File: src/rtl/sdm_sample_sched.sv
// Sample scheduler for the first-order sigma-delta modulator: buffers upstream samples in a FIFO
// and presents one to the modulator every DIV clocks, with priming, underrun and drain/tail phases.
module sdm_sample_sched #(
   parameter int unsigned  N         = 16,
   parameter int unsigned  DIV       = 2,
   parameter int unsigned  DEPTH     = 8,
   parameter int unsigned  PRIME     = 4,
   parameter int unsigned  TAIL      = 10,
   parameter logic [N-1:0] IDLE_CODE = '0
) (
   input  logic         clk,
   input  logic         areset,
   input  logic         start,
   input  logic         stop,
   input  logic [N-1:0] s_data,
   input  logic         s_valid,
   output logic         s_ready,
   output logic [N-1:0] dout,
   output logic         dout_stb,
   output logic         busy,
   output logic [15:0]  underrun_cnt
);

   localparam int unsigned AW = $clog2(DEPTH);
   localparam int unsigned CW = AW + 1;
   localparam int unsigned RW = (DIV > 1) ? $clog2(DIV) : 1;
   localparam int unsigned TW = (TAIL > 1) ? $clog2(TAIL) : 1;

   typedef enum logic [1:0] {StIdle, StFill, StRun, StDrain} state_e;

   state_e         state_q, state_d;
   logic [RW-1:0]  rate_q, rate_d;
   logic [TW-1:0]  tail_q, tail_d;
   logic [CW-1:0]  count_q, count_d;
   logic [AW-1:0]  wr_ptr_q, wr_ptr_d, rd_ptr_q, rd_ptr_d;
   logic [N-1:0]   dout_q, dout_d;
   logic [15:0]    urun_q, urun_d;
   logic [N-1:0]   mem_q [DEPTH];

   logic playing, tick, fifo_empty, pop, wr_en, tail_done;

   assign playing    = (state_q == StRun) || (state_q == StDrain);
   assign tick       = playing && (rate_q == RW'(DIV - 1));
   assign fifo_empty = (count_q == '0);
   assign pop        = tick && !fifo_empty;
   assign wr_en      = s_valid && s_ready;
   // TAIL of zero ends the drain as soon as the FIFO runs dry.
   assign tail_done  = (TAIL == 0) || (tick && (tail_q == TW'(TAIL - 1)));

   always_ff @(posedge clk or negedge areset) begin
      if (!areset) begin
         state_q <= StIdle;
      end else begin
         state_q <= state_d;
      end
   end

   always_comb begin
      state_d = state_q;
      unique case (state_q)
         StIdle:  if (start && !stop) state_d = StFill;
         StFill: begin
            if (stop) begin
               state_d = StIdle;
            end else if (count_q >= CW'(PRIME)) begin
               state_d = StRun;
            end
         end
         StRun:   if (stop) state_d = StDrain;
         StDrain: if (fifo_empty && tail_done) state_d = StIdle;
         default: state_d = StIdle;
      endcase
   end

   always_comb begin
      s_ready  = ((state_q == StFill) || (state_q == StRun)) && (count_q < CW'(DEPTH));
      dout_stb = tick;
      busy     = (state_q != StIdle);
   end

   always_comb begin
      rate_d = '0;
      if (playing && !tick) rate_d = rate_q + RW'(1);

      tail_d = '0;
      if (state_q == StDrain) tail_d = (tick && fifo_empty) ? tail_q + TW'(1) : tail_q;

      wr_ptr_d = wr_ptr_q + AW'(wr_en);
      rd_ptr_d = rd_ptr_q + AW'(pop);
      count_d  = count_q + CW'(wr_en) - CW'(pop);
      // Entering or sitting in IDLE flushes the FIFO, including a word accepted alongside stop.
      if (state_d == StIdle) begin
         wr_ptr_d = '0;
         rd_ptr_d = '0;
         count_d  = '0;
      end

      dout_d = dout_q;
      if (state_q == StIdle) begin
         dout_d = IDLE_CODE;
      end else if (tick) begin
         dout_d = pop ? mem_q[rd_ptr_q] : IDLE_CODE;
      end

      urun_d = urun_q;
      if ((state_q == StIdle) && start && !stop) begin
         urun_d = '0;
      end else if (tick && (state_q == StRun) && fifo_empty && (urun_q != 16'hFFFF)) begin
         urun_d = urun_q + 16'd1;
      end
   end

   always_ff @(posedge clk or negedge areset) begin
      if (!areset) begin
         rate_q   <= '0;
         tail_q   <= '0;
         count_q  <= '0;
         wr_ptr_q <= '0;
         rd_ptr_q <= '0;
         dout_q   <= IDLE_CODE;
         urun_q   <= '0;
      end else begin
         rate_q   <= rate_d;
         tail_q   <= tail_d;
         count_q  <= count_d;
         wr_ptr_q <= wr_ptr_d;
         rd_ptr_q <= rd_ptr_d;
         dout_q   <= dout_d;
         urun_q   <= urun_d;
      end
   end

   always_ff @(posedge clk) begin
      if (wr_en) mem_q[wr_ptr_q] <= s_data;
   end

   assign dout         = dout_q;
   assign underrun_cnt = urun_q;

endmodule

File: config.mk
export PLATFORM = sky130hd
export DESIGN_NAME = sdm_sample_sched
export DESIGN_NICKNAME = d
export VERILOG_FILES = /design/src/rtl/sdm_sample_sched.sv
export SDC_FILE = /design/constraint.sdc
export NUM_CORES = 1
export LEC_CHECK = 0
export ABC_CLOCK_PERIOD_IN_PS = 2920
export BUFFER_PORTS_ARGS = -buffer_cell sky130_fd_sc_hd__buf_2
export CORE_MARGIN = 3
export CORE_UTILIZATION = 55
export DETAILED_ROUTE_END_ITERATION = 6
export PLACE_DENSITY = 0.74
export SYNTH_ARGS = -nofsm -noshare
export SYNTH_HDL_FRONTEND = slang
export SYNTH_SLANG_ARGS = --single-unit
File: constraint.sdc
create_clock -name clk -period 2.92 [get_ports clk]
set_clock_uncertainty 0.05 [all_clocks]
set_input_delay 0.146 -clock clk [delete_from_list [all_inputs] [get_ports clk]]
set_output_delay 0.146 -clock clk [all_outputs]
set_load 0.005 [all_outputs]
Yosys cells after proc, flatten, opt, wreduce, memory -nomap -nowiden
Memory sizes are Yosys's and may differ from the RTL's.
Cells that the tools add are included.

word-level totals
  flip-flop bits (word level) = 49
  RAM bits = 128
  input bits = 21
  output and inout port bits = 35
  word-level logic and storage cells = 68
  memories kept = 1

operators by class
  add/subtract/negate cells = 7
  order comparisons = 2
  equal/unequal tests = 6
  multiplexer cells = 19
  reductions and logical operators = 25

memory list
  memory  words  width  read ports  clocked after memory_dff  wr ports  line  source
  mem_q   8      16     1           0                         1         38    logic [N-1:0] mem_q [DEPTH];

operators with widths
  kind                                                                                 count
  16-bit two-way mux                                                                   5
  16-bit by 1-bit adder with 16-bit output, second input constant                      1
  16-bit inequality test, second input constant                                        1
  1-bit logical AND                                                                    14
  4-bit two-way mux                                                                    3
  2-bit two-way mux                                                                    5
  2-bit case mux with 4 select lines                                                   1
  3-bit by 1-bit adder with 3-bit output                                               2
  3-bit two-way mux                                                                    2
  2-bit nonzero test                                                                   3
  4-bit by 1-bit adder with 4-bit output                                               1
  4-bit by 1-bit adder with 4-bit output, second input constant                        1
  2-bit equality test, second input constant                                           2
  4-bit equality test, second input constant                                           1
  4-bit by 3-bit greater-or-equal comparator with 1-bit output, second input constant  1
  2-bit zero test                                                                      2
  4-bit zero test                                                                      1
  4-bit < comparator, second input constant                                            1
  4-bit by 1-bit subtractor with 4-bit output                                          1
  1-bit zero test                                                                      3
  1-bit two-way mux                                                                    3
  2-bit by 1-bit equality test with 1-bit output, second input constant                1
  1-bit logical OR                                                                     2
  2-bit by 1-bit inequality test with 1-bit output, second input constant              1
  1-bit adder, second input constant                                                   1

Depth between registers and ports, before layout
  depth after elaboration = 9
  gate-level depth with buffers = 12
  mapped depth without buffers = 11

Worst setup path after synthesis
Ideal clock, no wire load.

  path kind = register to register
  start point = register state_q[0]
  end point = memory mem_q[0][0] (enable)
  library setup time = 0.409 ns
  data arrival time = 2.333 ns
  data required time = 2.461 ns
  slack = 0.127 ns
  stages on the path, launching flop included = 8
  path buffers = 0
  clock period less this slack = 2.793 ns
  cell sequence = dfrtp_1 -> inv_1 -> ha_1 -> nor2b_1 -> nand2_1 -> inv_1 -> nand2b_1 -> nor3_1

between the ends
  word-level cells in the longest chain between the ends = 6
  elaborated cells between the ends (all ways) = 7
  those cells by class = eq/ne (2); mux (2); reduce/logical (3)

RTL lines
  what                                                                                   line  source
  from (decl)                                                                            31    state_e state_q, state_d;
  from (signal assigned)                                                                 52    state_q <= StIdle;
  from (signal assigned)                                                                 54    state_q <= state_d;
  2-bit by 1-bit equality test with 1-bit output or 2-bit equality test (tied branches)  76    s_ready = ((state_q == StFill) || (state_q == StRun)) && (count_q < CW'(DEPTH));
  1-bit logical OR *                                                                     76
  1-bit logical AND *                                                                    76
  via s_ready                                                                            17    output logic s_ready,
  1-bit logical AND *                                                                    46    assign wr_en = s_valid && s_ready;
  1-bit two-way mux *                                                                    134   if (wr_en) mem_q[wr_ptr_q] <= s_data;
  1-bit two-way mux (implied by the code) *                                              134
  to (decl)                                                                              38

The timed path passes the listed nets; every way through them passes the cells marked *.

Worst setup path in the final report
  start point = register state_q[0]
  end point = register count_q[1]

between the ends
  word-level cells in the longest chain between the ends = 9
  elaborated cells between the ends (all ways) = 22
  those cells by class = add/sub (2); eq/ne (3); mux (7); reduce/logical (10)

RTL lines
  what                                                                                            line  source
  parallel branches: the longest is 8 deep, another holds 4-bit by 1-bit adder with 4-bit output  -
  4-bit two-way mux *                                                                             92    if (state_d == StIdle) begin
  via count_d[1]                                                                                  34    logic [CW-1:0] count_q, count_d;
  to (signal assigned)                                                                            125   count_q <= count_d;
  to (decl)                                                                                       34

Mark *: on every way through the listed nets, which the timed path passes.
A chain may end at the register's enable or synchronous reset.

==> summary.md <==
| Metric | Value |
|---|---|
| # fillers | `899` |
| Number of setup buffers added after CTS | `0` |
| Synth cell types | `46` |
| First-pass DRT Iterations | `5` |
| Count of pins over their slew limit | `0` |
| Die W | `122.2 microns` |
| Mean Syn Cell Area | `16.42 sq um` |
| Hold Slack | `0.2273 ns` |
| Layout cells sized above 1 | `0.2625` |
| Critical-path cell list | `inv_1, ha_1, o21ai_0, nor2_1, ha_1, inv_1, ha_1, fa_1, a21boi_0` |
| Vias | `4270` |
| R2r startpoint | `state_q[0]` |
| Port bufs | `55` |
| Gr busiest metal | `met2` |
| RSZ-0062 raised after global routing | `no` |
| Wire length per cell | `20.07 microns` |
| #FFs+latches synth | `177` |
| Cell row count | `between 40 and 50` |
| Seq/Total Area, Yosys | `0.6832` |
| Worst EP arrival | `2.90 ns` |
| Final Instance Count excl. Fillers | `732` |
| Area Overhead vs Synth | `17.75%` |
| Maximum vdd drop | `501.4 uV` |
| Hold Vio Cnt, Final | `0` |
| Total CTS buffers | `17` |
| Critical path data required time | `3.20 ns` |
| Worst Setup End Kind | `flip-flop` |
| DP Wirelength | `9180 microns` |
| Pleak | `3.290 nW` |
| Critical Path Max Stage Delay | `about 0.48 ns` |
| GRT overflow | `0` |
| Total GRT Usage | `0.2163` |
| Final WS setup | `0.3038 ns` |
| Commonest cells after routing, fill and taps aside | `edfxtp_1 (128), buf_2 (55), dfrtp_1 (48)` |
| Die area | `14920 sq um` |
| WS Path Type | `flip-flop to flip-flop` |
| Dpl ws | `0.3109 ns` |
| Clk_lat worst skew | `0.42 ns` |
| Final ANT Viol Nets | `0` |
| H-tree levels | `4` |
| Max Clk Rate | `approximately 380 MHz` |
| Placed insts | `683` |
| Actual slew at the worst max-slew pin | `roughly 0.8 ns` |
| Core area | `approximately 13000 sq um` |
| GR Layer Usage met3 | `0.04503` |
| Most common cell after layout, fill and taps aside | `edfxtp_1` |
| Cell mode on critical path | `ha_1` |
| Starting DRT DRC Count | `339` |
| Cells after Synth | `452` |
| Vias in the first global route | `4370` |
| I/O pins | `56` |
| Die Ht | `122.2 microns` |
| Max cap viols | `0` |
| Hold Crit Class | `input pin to async pin` |
| Met1 usage | `0.2809` |
| Count of final setup violators | `0` |
| CTS max path bufs | `2` |
| Initial antenna violation count | `0` |
| CP max stage cell | `fa_1` |
| Starting Density | `0.5740` |
| Clock Pin Slew Worst Setup and Hold Paths | `about 0.07 ns` |
| Placer congestion estimate | `0.8002` |
| Pwr dens | `717.7 nW/um^2` |
| Rel. slew slack | `0.4674` |
| Overall power | `6.272 mW` |
| Final wirelength | `14690 microns` |
| Post-Synthesis Cell Area | `7421 sq um` |
| First-pass GRT wire length | `roughly 24000 microns` |
| Status | `completed` |
| Ant diodes | `0` |
| Setup crit start kind | `flip-flop` |
| Ys flop type | `edfxtp_1` |
| Drt via density | `around 6` |
| Asr flop ratio synth | `0.2768` |
| Hold buffers post-CTS | `17` |
| Critical path origin | `state_q[0]` |
| CTS resizes | `0` |
| Setup TNS | `0 ns` |
| Post-Syn Nets | `491` |
| Clock root buffer | `clkbuf_16` |
| Synthesis Warnings | `0` |
| Largest net degree at the start of global routing | `34` |
| Post-route DRC | `0` |
| Clock period minus worst slack | `2.616 ns` |
| CTS sink count | `177` |
| Period Utilization, post-route | `0.8960` |
| CTS tree | `done` |
| Final net count | `586` |
| Worst-path maximum fanout | `5` |
| Met2 Track Usage GR | `0.3653` |
| Post-synth EDFFs | `about 130` |
==> logic make-up (layout without fill, tap and decap cells) <==
family,count (synthesis),count (layout),synth area share
fa+ha+maj,18,18,0.03136
simple gates,102,102,0.08059
mux,54,54,0.1268
flops,177,177,0.6832
compound gates,62,62,0.05193
buf+inv,32,140,0.01787
xor+xnor,7,7,0.008262
==> critical path: cells and delay by family, from the launching register on <==
family / cells / cell delay (ns)
adders and majority gates: 4 / 1.21
AOI/OAI and AO/OA: 2 / 0.54
DFF: 1 / 0.41
buffers and inverters: 2 / 0.16
and+or+nand+nor: 1 / 0.16
==> layout make-up <==
class                   instances  area [sq um]  share of cell area
clock buffers                  22         464.2             0.05312
clock inverters                10         100.1             0.01145
inverters                      16         60.06            0.006873
multi-input cells             243          2232              0.2554
flip-flops and latches        177          5071              0.5803
well taps                     172         215.2             0.02463
repair buffers                 92         595.6             0.06816
==> path summary, 6_finish.rpt <==
| check | to | slack, ns | depth (start not counted) |
|---|---|---|---|
| worst max-delay path | count_q[1] | 0.30 | 9 |
| worst min-delay path | dout[4] | 0.23 | 2 |
| worst max register to register | count_q[1] | 0.30 | 9 |
| worst min register to register | dout[3] | 0.43 | 2 |
| max in group asynchronous | dout[11] | 1.81 | 3 |
| min in group clk | wr_ptr_q[0] | 0.27 | 5 |
==> per-layer routing <==
metal  part of all wire  vias to the layer above
met5                  0                        -
li1                   -                     1950
met2               0.52                      117
met4              0.015                        0
met3              0.049                       22
met1               0.41                     2181
==> through the flow <==
step / utilization / instance area, sq um
after floorplan: - / 7421
after global placement: 0.6191 / 8004
after detailed placement: 0.6191 / 8004
after CTS: 0.6760 / 8738
after global routing: 0.6760 / 8738
final: 0.6760 / 8738
==> cells in the mapped netlist, types with 2 or more instances <==
cell type    n  area, sq um
xnor2_1      7        61.31
or4_1        7        52.55
nor2b_1      4        25.02
nand4_1      3        18.77
or3_1        4        25.02
inv_1       16        60.06
nand4_4      2        42.54
nor2_1      15        56.30
a41o_1       2        20.02
o21ai_0     22        110.1
buf_2        7        35.03
clkbuf_1     8        30.03
nand2_1     29        108.9
edfxtp_1   128         3844
and2_1       4        25.02
nor4_1       3        18.77
nand3b_1     2        15.01
o31ai_1      7        52.55
a21boi_0     6        45.04
mux4_2      32        720.7
dfrtp_1     49         1226
a21oi_1     15        75.07
nand2b_1     7        43.79
a21o_1       2        15.01
mux2i_1     22        220.2
and3_1       2        12.51
nor4b_1      2        17.52
ha_1        17        212.7
nand3_1      8        40.04
nor3_1       3        15.01
o21a_1       2        15.01
==> power by group <==
part           leakage (nW)  internal (mW)  switching [mW]
combinational          1.18          0.488           0.684
clock                 0.282           1.23           0.932
sequential             1.83           2.86          0.0757
total                  3.29           4.58            1.69
==> registers in the layout, indices dropped and copies added, names as in the netlist <==
register and flops:
dout 16, tail_q 4, underrun_cnt 16, rd_ptr_q 3, mem_q 128, wr_ptr_q 3, rate_q 1, count_q 4
state_q 2
(Power assumes the default switching activity.)
